<file path="config.mk">
export PLATFORM = sky130hd
export DESIGN_NAME = scc_wave_i2s
export DESIGN_NICKNAME = d
export VERILOG_FILES = /design/src/rtl/scc_wave_i2s.sv
export SDC_FILE = /design/constraint.sdc
export NUM_CORES = 1
export LEC_CHECK = 0
export CORE_AREA = 2 2 91 93
export CTS_CLUSTER_DIAMETER = 150
export DETAILED_ROUTE_END_ITERATION = 10
export DIE_AREA = 0 0 93 95
export PLACE_DENSITY = 0.44
export SYNTH_ARGS = -nofsm -noshare
export SYNTH_HDL_FRONTEND = slang
export SYNTH_SLANG_ARGS = --single-unit
</file>
<file path="constraint.sdc">
create_clock -name clk21m -period 2.55 [get_ports clk21m]
set_input_delay 0.51 -clock clk21m [delete_from_list [all_inputs] [get_ports clk21m]]
set_output_delay 0.51 -clock clk21m [all_outputs]
set_load 0.01 [all_outputs]
</file>
<file path="src/rtl/scc_wave_i2s.sv">
// I2S serial output for the SCC mono wave: one 16-bit word per frame, sent on both channels.
// Bit and word clocks come from clk21m through an internal divider.
module scc_wave_i2s #(
  parameter int unsigned BCLK_DIV = 7
) (
  input  logic        clk21m,
  input  logic        reset,
  input  logic        enable,
  input  logic [14:0] wavl,
  output logic        i2s_bclk,
  output logic        i2s_lrclk,
  output logic        i2s_sdata,
  output logic        sample_tick
);

  localparam int unsigned DIV_W = 8;
  localparam int unsigned BIT_W = 5;
  localparam int unsigned SMP_W = 16;
  localparam int unsigned FRM_W = 2 * SMP_W;
  localparam logic [DIV_W-1:0] DIV_LAST = DIV_W'(BCLK_DIV - 1);

  logic [DIV_W-1:0] div_cnt;
  logic [BIT_W-1:0] bit_cnt;
  logic [FRM_W-1:0] shreg;

  logic             div_wrap_c;
  logic             fe_c;
  logic [BIT_W-1:0] k_c;
  logic [SMP_W-1:0] s_c;

  // A falling edge is the divider wrap while bclk is currently high.
  assign div_wrap_c = (div_cnt == DIV_LAST);
  assign fe_c       = div_wrap_c & i2s_bclk;
  assign k_c        = bit_cnt + BIT_W'(1);
  assign s_c        = enable ? {wavl, 1'b0} : '0;

  // Bit clock divider.
  always_ff @(posedge clk21m or posedge reset) begin
    if (reset) begin
      div_cnt  <= '0;
      i2s_bclk <= 1'b0;
    end else if (div_wrap_c) begin
      div_cnt  <= '0;
      i2s_bclk <= ~i2s_bclk;
    end else begin
      div_cnt  <= div_cnt + DIV_W'(1);
    end
  end

  // Frame sequencing: everything advances on the bclk falling edge.
  always_ff @(posedge clk21m or posedge reset) begin
    if (reset) begin
      bit_cnt     <= '1;
      shreg       <= '0;
      i2s_sdata   <= 1'b0;
      i2s_lrclk   <= 1'b1;
      sample_tick <= 1'b0;
    end else begin
      sample_tick <= fe_c && (k_c == '0);
      if (fe_c) begin
        bit_cnt   <= k_c;
        i2s_sdata <= shreg[FRM_W-1];
        i2s_lrclk <= k_c[BIT_W-1];
        if (k_c == '0) begin
          shreg <= {s_c, s_c};
        end else begin
          shreg <= {shreg[FRM_W-2:0], 1'b0};
        end
      end
    end
  end

endmodule

</file>
# After elaboration in Yosys (flattened, before gate mapping)
# Cells that the tools add are included.
# totals
register_bits,49
input_bits,18
output_inout_bits,4
elab_cells,17
# classes
addsub,2
eq_ne,1
n_mux,3
n_bitwise,2
reduce_logical,2
# ops
op,n
2-to-1 mux 32 bit,1
2-to-1 mux 16 bit,1
adder 8 x 1 -> 8 bit (second input constant),1
== test 8 x 3 -> 1 bit (second input constant),1
2-to-1 mux 8 bit,1
adder 5 x 1 -> 5 bit (second input constant),1
zero test 5 bit,1
bitwise AND 1 bit,1
logical AND 1 bit,1
NOT 1 bit,1

# Logic depth before layout (Yosys ltp)
# Gate-level depths: netlist of the first run.
# logic_depth
word_depth,3
ltp_mapped,8
depth_no_buf,6

# Least setup slack after synthesis of the first run
# OpenSTA, ideal clock, no wires.
# synth_path
path_kind,reg2reg
from,register bit_cnt[0]
to,register shreg[11]
setup_ns,0.126
arrival_time_ns,1.538
required_time_ns,2.424
path_slack_ns,0.885
stages_incl_launch_ff,8
path_buffers,2
synth_period_minus_slack_ns,1.665
cell_sequence,dfstp_2 ha_1 nor4_2 and2_1 buf_4 buf_6 o211ai_2 a21oi_1
# synth_between
elab_chain_len,3
# synth_lines
item,line,source
"start, declared",23,logic [BIT_W-1:0] bit_cnt;
"start signal, assigned",61,bit_cnt <= k_c;
adder 5 x 1 -> 5 bit,34,assign k_c = bit_cnt + BIT_W'(1);
zero test 5 bit,64,if (k_c == '0) begin
2-to-1 mux 32 bit,64,
"end signal, assigned",65,"shreg <= {s_c, s_c};"
"end signal, assigned",67,"shreg <= {shreg[FRM_W-2:0], 1'b0};"
"end, declared",24,logic [FRM_W-1:0] shreg;
# Every way passes these cells.
# A chain may end at the register's enable or synchronous reset.

# Worst setup path in the final report of the first run
# layout_path
from,register bit_cnt[0]
to,register shreg[17]
# The elaborated chain is that of the path after synthesis.

==> results.json, run 1 <==
{
  "grt_pass1_vias": 1840,
  "portBuffers": 21,
  "critPathRequiredTime_ns": 2.78,
  "crit_fanout": 15,
  "r2r_slack_ns": 0.46,
  "track_usage_pct": 12.8,
  "cts_hold_buf": 0,
  "cp-start-kind": "flip-flop",
  "leakagePower_nw": 0.958,
  "finalPower_mw": 1.39,
  "synth_top_area_share_pct": 46.1,
  "crit_chain": "ha_1, nor4_2, and2_1, o211ai_1, a21oi_1",
  "whs_path_depth": 2,
  "cap_violations": 0,
  "outcome": "complete, no violations",
  "cts_tree": "built",
  "synth_edf_count": 0,
  "rows": 33,
  "hold_path.class": "reg2reg",
  "max_clock_freq_ghz": 0.478,
  "clk_pin_slew_ns": 0.10,
  "rsz0062_at_grt": "false",
  "max-clock-path-buffers": 2,
  "async_flop_share_pct": 100,
  "synth_seq_cells": 47,
  "cts.sinks": 47,
  "diodes": 0,
  "worstHoldEndpoint": "i2s_sdata",
  "h-tree-depth": 2,
  "met3_length_um": 181,
  "cts_resized": 0,
  "vias": 1730,
  "clock-skew-final_ns": 0.0101,
  "final_cell_mix": "dfrtp_1, nor2_1, a21oi_1, a31oi_1, clkdlybuf4s50_1",
  "finalCriticalPeriod_ns": 2.09,
  "wl_per_cell_um": 14.5,
  "worst_path_max_delay_cell": "and2_1",
  "finalSetupTns_ns": 0,
  "grt_max_degree": 48,
  "final_layout_size_suffix_gt1_share_pct": 15.1,
  "syn_area_sq_mm": 0.00228,
  "die_h_um": 95,
  "area_growth_syn_to_layout_pct": 17.3,
  "fin_nets": 260,
  "synth_nets": 244,
  "crit_start": "bit_cnt[0]",
  "gr-total-overflow": 0,
  "insertion_delay_ns": 0.30,
  "antenna_found_initial": 0,
  "layout_commonest_cell": "dfrtp_1",
  "io_pins": 22,
  "setup_viol": 0,
  "chipWidth_um": 93,
  "synth-main-ff-cell": "dfrtp_1",
  "initial_core_util_pct": 28.8,
  "drt-initial-drc-count": 70,
  "gp_congestion": 0.671,
  "grt_pass1_wl_um": 8900,
  "fin_crit_sh_pct": 82.0,
  "vias_per_cell": 5.03,
  "die_area_sq_mm": 0.00884,
  "dp_hpwl_um": 2980,
  "max_stage_delay_ns": 0.68,
  "synthCells": 222,
  "final.fill_count": 837,
  "r2r_cells": 5,
  "synth.area.top_cells": "dfrtp_1, a31oi_1, a21oi_1, dfstp_2, o211ai_2",
  "coreArea_sq_mm": 0.00793,
  "cts_setup_buffers": 0,
  "maxUsedRoutingLayer": "met4",
  "dr.pass1.iters": 4,
  "holdWs_ns": 0.478,
  "clock_tree.root_cell": "clkbuf_8",
  "yosys_warnings": 0,
  "numCtsBuffers": 5,
  "wirelength_um": 4990,
  "synth_area_per_cell_sq_um": 10.3,
  "hold_violations": 0,
  "multi_input_area_sq_um": 978,
  "drc": 0,
  "r2r-start": "bit_cnt[0]",
  "reg2reg_to": "shreg[17]",
  "hold_start": "shreg[31]",
  "maxSlewViolCount": 0,
  "met1_length_um": 2480,
  "vdd_drop_max_mv": 0.216,
  "crit_type": "reg2reg",
  "drtAntennaViolNets": 0,
  "wl_met2_um": 2250,
  "yosysTopAreaCell": "dfrtp_1",
  "relSlewSlack_pct": 47.9,
  "tightestPinTransition_ns": 0.781,
  "crit_arrival_ns": 2.32,
  "yosysSeqAreaShare_pct": 51.8,
  "powerDensity_mw_per_mm2": 519,
  "crit_path_end_kind": "flip-flop",
  "synth_cell_types": 29,
  "final-seq-area_sq_mm": 0.00118
}
-- worst max-delay path, delay by kind of cell, from the launching register on --
| kind | cells | cell delay [ns] |
|---|---|---|
| fa+ha+maj | 1 | 0.28 |
| flops | 1 | 0.41 |
| simple gates | 2 | 0.94 |
| compound gates | 2 | 0.39 |
-- area by class of cell --
| cell class | count | area share, % |
|---|---|---|
| flip-flops and latches | 47 | 44.2 |
| multi-input cells | 155 | 36.6 |
| repair buffers | 27 | 9.54 |
| well taps | 105 | 4.91 |
| clock buffers | 6 | 3.09 |
| clock inverters | 2 | 1.45 |
| inverters | 2 | 0.281 |
-- worst max path at each step --
stage | endpoint | slack, ns
after global placement | shreg[23] | 0.48
after CTS | shreg[23] | 0.44
after global routing | shreg[17] | 0.26
after floorplan | shreg[11] | 0.89
final | shreg[17] | 0.46
after detailed placement | shreg[1] | 0.46
-- routing by layer --
| metal | global-route usage [%] | vias up |
|---|---|---|
| met5 | 0 | - |
| met4 | 4.04 | 0 |
| met3 | 2.63 | 8 |
| met2 | 20.8 | 42 |
| met1 | 17.1 | 841 |
| li1 | - | 839 |
-- report_power, final --
group / internal, mW / leakage (nW) / total (mW) / switching (mW)
Clock: 0.323 / 0.0618 / 0.593 / 0.270
Combinational: 0.0257 / 0.408 / 0.0519 / 0.0262
Sequential: 0.745 / 0.488 / 0.745 / 0
Total: 1.09 / 0.958 / 1.39 / 0.296
-- stage by stage --
step	setup WS, ns	instances	instance area (sq um)	util [%]
after detailed placement	0.455	336	2550	32.2
after floorplan	0.885	222	2280	-
after global routing	0.258	344	2680	33.8
after CTS	0.444	344	2680	33.8
after global placement	0.483	336	2550	32.2
final	0.459	344	2680	33.8
-- state kept, by name, summed over array words and instances (netlist names) --
| register | flops |
|---|---|
| bit_cnt | 4 |
| div_cnt | 8 |
| i2s_bclk | 1 |
| i2s_lrclk | 1 |
| i2s_sdata | 1 |
| sample_tick | 1 |
| shreg | 31 |
-- cells in the mapped netlist, types with 3 or more instances --
cell type and number:
a21oi_1 30, dfrtp_1 42, o211ai_2 10, xnor2_1 9, buf_4 6, nand3_1 6, clkbuf_1 4, nor2_1 33
and3_1 3, ha_1 4, a31oi_1 29, o211ai_1 5, nand2_1 10, buf_2 6, dfstp_2 5
-- kinds of logic after synthesis --
group | Yosys count | synth area share, %
AOI/OAI and AO/OA | 79 | 23.9
and+or+nand+nor | 61 | 12.6
DFF | 47 | 51.8
buffers and inverters | 20 | 5.27
xor gates and xnor gates | 11 | 4.22
adders and majority gates | 4 | 2.19
Note: power is estimated with default switching activity, not from simulation.
==> inputs of run 2 (changes only) <==
--- a/config.mk
+++ b/config.mk
@@ -9,7 +9,7 @@
 export CTS_CLUSTER_DIAMETER = 150
 export DETAILED_ROUTE_END_ITERATION = 10
 export DIE_AREA = 0 0 93 95
-export PLACE_DENSITY = 0.44
+export PLACE_DENSITY = 0.46
 export SYNTH_ARGS = -nofsm -noshare
 export SYNTH_HDL_FRONTEND = slang
 export SYNTH_SLANG_ARGS = --single-unit
==> constraint.sdc (replaced) <==
create_clock -name clk21m -period 1.8 [get_ports clk21m]
set_input_delay 0.36 -clock clk21m [delete_from_list [all_inputs] [get_ports clk21m]]
set_output_delay 0.36 -clock clk21m [all_outputs]
set_load 0.01 [all_outputs]
==> run 2 against run 1 <==
Net effect: maximum frequency grew 25%; combinational power grew 51%; first-iteration DRC count grew 4.3%; flip-flop and latch count is the same; die area is the same; clock power grew 13%; clock skew shrank 0.00073 ns; largest cell class unchanged; largest power group unchanged.
==> results.json, run 2 (synthesis results as in run 1) <==
{
  "hold_violations": 0,
  "max_clock_freq_ghz": 0.596,
  "final_cell_mix": "dfrtp_1, nor2_1, a21oi_1, a31oi_1, clkdlybuf4s50_1",
  "portBuffers": 21,
  "final_util_pct": 35.1,
  "final_layout_size_suffix_gt1_share_pct": 17.3,
  "finalSetupTns_ns": 0,
  "finalCriticalPeriod_ns": 1.68,
  "cp-start-kind": "flip-flop",
  "gr-total-overflow": 0,
  "relSlewSlack_pct": 71.4,
  "vdd_drop_max_mv": 0.292,
  "numCtsBuffers": 5,
  "r2r_cells": 5,
  "powerDensity_mw_per_mm2": 647,
  "worst_path_max_delay_cell": "dfstp_2",
  "diodes": 0,
  "antenna_found_initial": 0,
  "dp_hpwl_um": 3130,
  "wirelength_um": 4980,
  "clock_tree.root_cell": "clkbuf_8",
  "path_depth": 5,
  "die_h_um": 95,
  "grt_pass1_vias": 1656,
  "chipWidth_um": 93,
  "largest_register": "shreg",
  "h-tree-depth": 2,
  "max_stage_delay_ns": 0.62,
  "crit_fanout": 31,
  "grt_max_degree": 38,
  "fin_nets": 264,
  "outcome": "complete, no violations",
  "crit_arrival_ns": 1.87,
  "drtAntennaViolNets": 0,
  "cts.sinks": 47,
  "crit_family": "flip-flops",
  "vias": 1719,
  "coreArea_sq_mm": 0.00793,
  "fin_crit_sh_pct": 93.2,
  "drc": 0,
  "initial_core_util_pct": 28.8,
  "track_usage_pct": 12.0,
  "maxSlewViolCount": 0,
  "clock-skew-final_ns": 0.00937,
  "finalPower_mw": 1.80,
  "setup_viol": 0,
  "critPathRequiredTime_ns": 1.99,
  "leakagePower_nw": 1.00,
  "holdWs_ns": 0.367,
  "largest_register_ff_count": 31,
  "hold_path.class": "in2async",
  "cts_tree": "built",
  "cap_violations": 0,
  "layout_commonest_cell": "dfrtp_1",
  "rsz0062_at_grt": "false",
  "tightestPinTransition_ns": 0.428,
  "crit_buf_inv": 1,
  "dr.pass1.iters": 4,
  "dp_cells": 340,
  "grt_pass1_wl_um": 8380,
  "crit_path_end_kind": "flip-flop",
  "rows": 33,
  "drt-initial-drc-count": 73,
  "vias_per_cell": 4.94,
  "crit_chain": "and4_1, o2111ai_2, buf_12, a31oi_2, a21oi_1",
  "largestRegisters": "shreg: 31 flops, div_cnt: 8 flops, bit_cnt: 4 flops",
  "wl_per_cell_um": 14.3,
  "final_cells": 348,
  "gp_congestion": 0.736,
  "crit_type": "reg2reg",
  "die_area_sq_mm": 0.00884,
  "cts_hold_buf": 0,
  "io_pins": 22,
  "insertion_delay_ns": 0.30,
  "max-clock-path-buffers": 2,
  "clk_pin_slew_ns": 0.09,
  "area_growth_syn_to_layout_pct": 22.2
}
==> run 2: changes by cell type in the layout (fill, tap and decap cells not counted), sizes merged <==
| cell | previous run | this run |
|---|---|---|
| bufinv | 1 | 0 |
| dlygate4sd2 | 0 | 1 |
| clkbuf | 6 | 7 |
| buf | 6 | 10 |
| clkdlybuf4s50 | 21 | 20 |
| inv | 3 | 2 |
| clkinv | 0 | 1 |
==> run 2: final timing paths <==
check                           start  slack (ns)     endpoint
hold reg to reg             shreg[31]        0.47    i2s_sdata
min in group clk21m         shreg[31]        0.47    i2s_sdata
max in group asynchronous       reset        0.96     shreg[2]
hold / removal                  reset        0.37  sample_tick
setup / recovery           bit_cnt[0]        0.12     shreg[2]
setup reg to reg           bit_cnt[0]        0.12     shreg[2]
==> run 2: layout make-up <==
class	instances	area, sq um
tap	105	131
clock inverter	1	8.76
sequential	47	1180
timing repair buffer	31	372
fill	825	5140
clock buffer	7	86.3
multi-input combinational	155	998
inverter	2	7.51
==> run 2: routing by layer <==
metal | track usage (%) | wire length, um | vias to the layer above
met5 | 0 | 0 | -
met1 | 16.8 | 2450 | 830
met4 | 3.68 | 65 | 0
met3 | 2.55 | 228 | 6
li1 | - | - | 851
met2 | 18.7 | 2240 | 32
==> run 2: repair_timing <==
| action | CTS | global route |
|---|---|---|
| pin swaps | 0 | 1 |
| setup buffers | 0 | 0 |
| gates resized for setup | 1 | 4 |
| hold endpoints to repair | 0 | 0 |
| setup endpoints to repair | 1 | 12 |
==> run 2: per-stage QoR <==
step	instance area, sq um	worst slack [ns]
global route	2790	0.0252
global placement	2670	0.0851
floorplan	2280	0.135
finish	2790	0.122
detailed placement	2670	0.0333
CTS	2770	0.0270
==> run 2: power by group <==
| group | leakage, nW | total (mW) | switching, mW | internal [mW] |
|---|---|---|---|---|
| clock | 0.0484 | 0.669 | 0.354 | 0.315 |
| combinational | 0.467 | 0.0783 | 0.0376 | 0.0406 |
| sequential | 0.488 | 1.06 | 0 | 1.06 |
| total | 1.00 | 1.80 | 0.392 | 1.41 |
==> inputs of run 3 (changes only) <==
--- a/config.mk
+++ b/config.mk
@@ -5,11 +5,13 @@
 export SDC_FILE = /design/constraint.sdc
 export NUM_CORES = 1
 export LEC_CHECK = 0
+export CAP_MARGIN = 20
 export CORE_AREA = 2 2 91 93
 export CTS_CLUSTER_DIAMETER = 150
 export DETAILED_ROUTE_END_ITERATION = 10
 export DIE_AREA = 0 0 93 95
 export PLACE_DENSITY = 0.46
+export SLEW_MARGIN = 15
 export SYNTH_ARGS = -nofsm -noshare
 export SYNTH_HDL_FRONTEND = slang
 export SYNTH_SLANG_ARGS = --single-unit
==> results of run 3 <==
No change in the layout: final DEF, timing and power equal those of run 2.
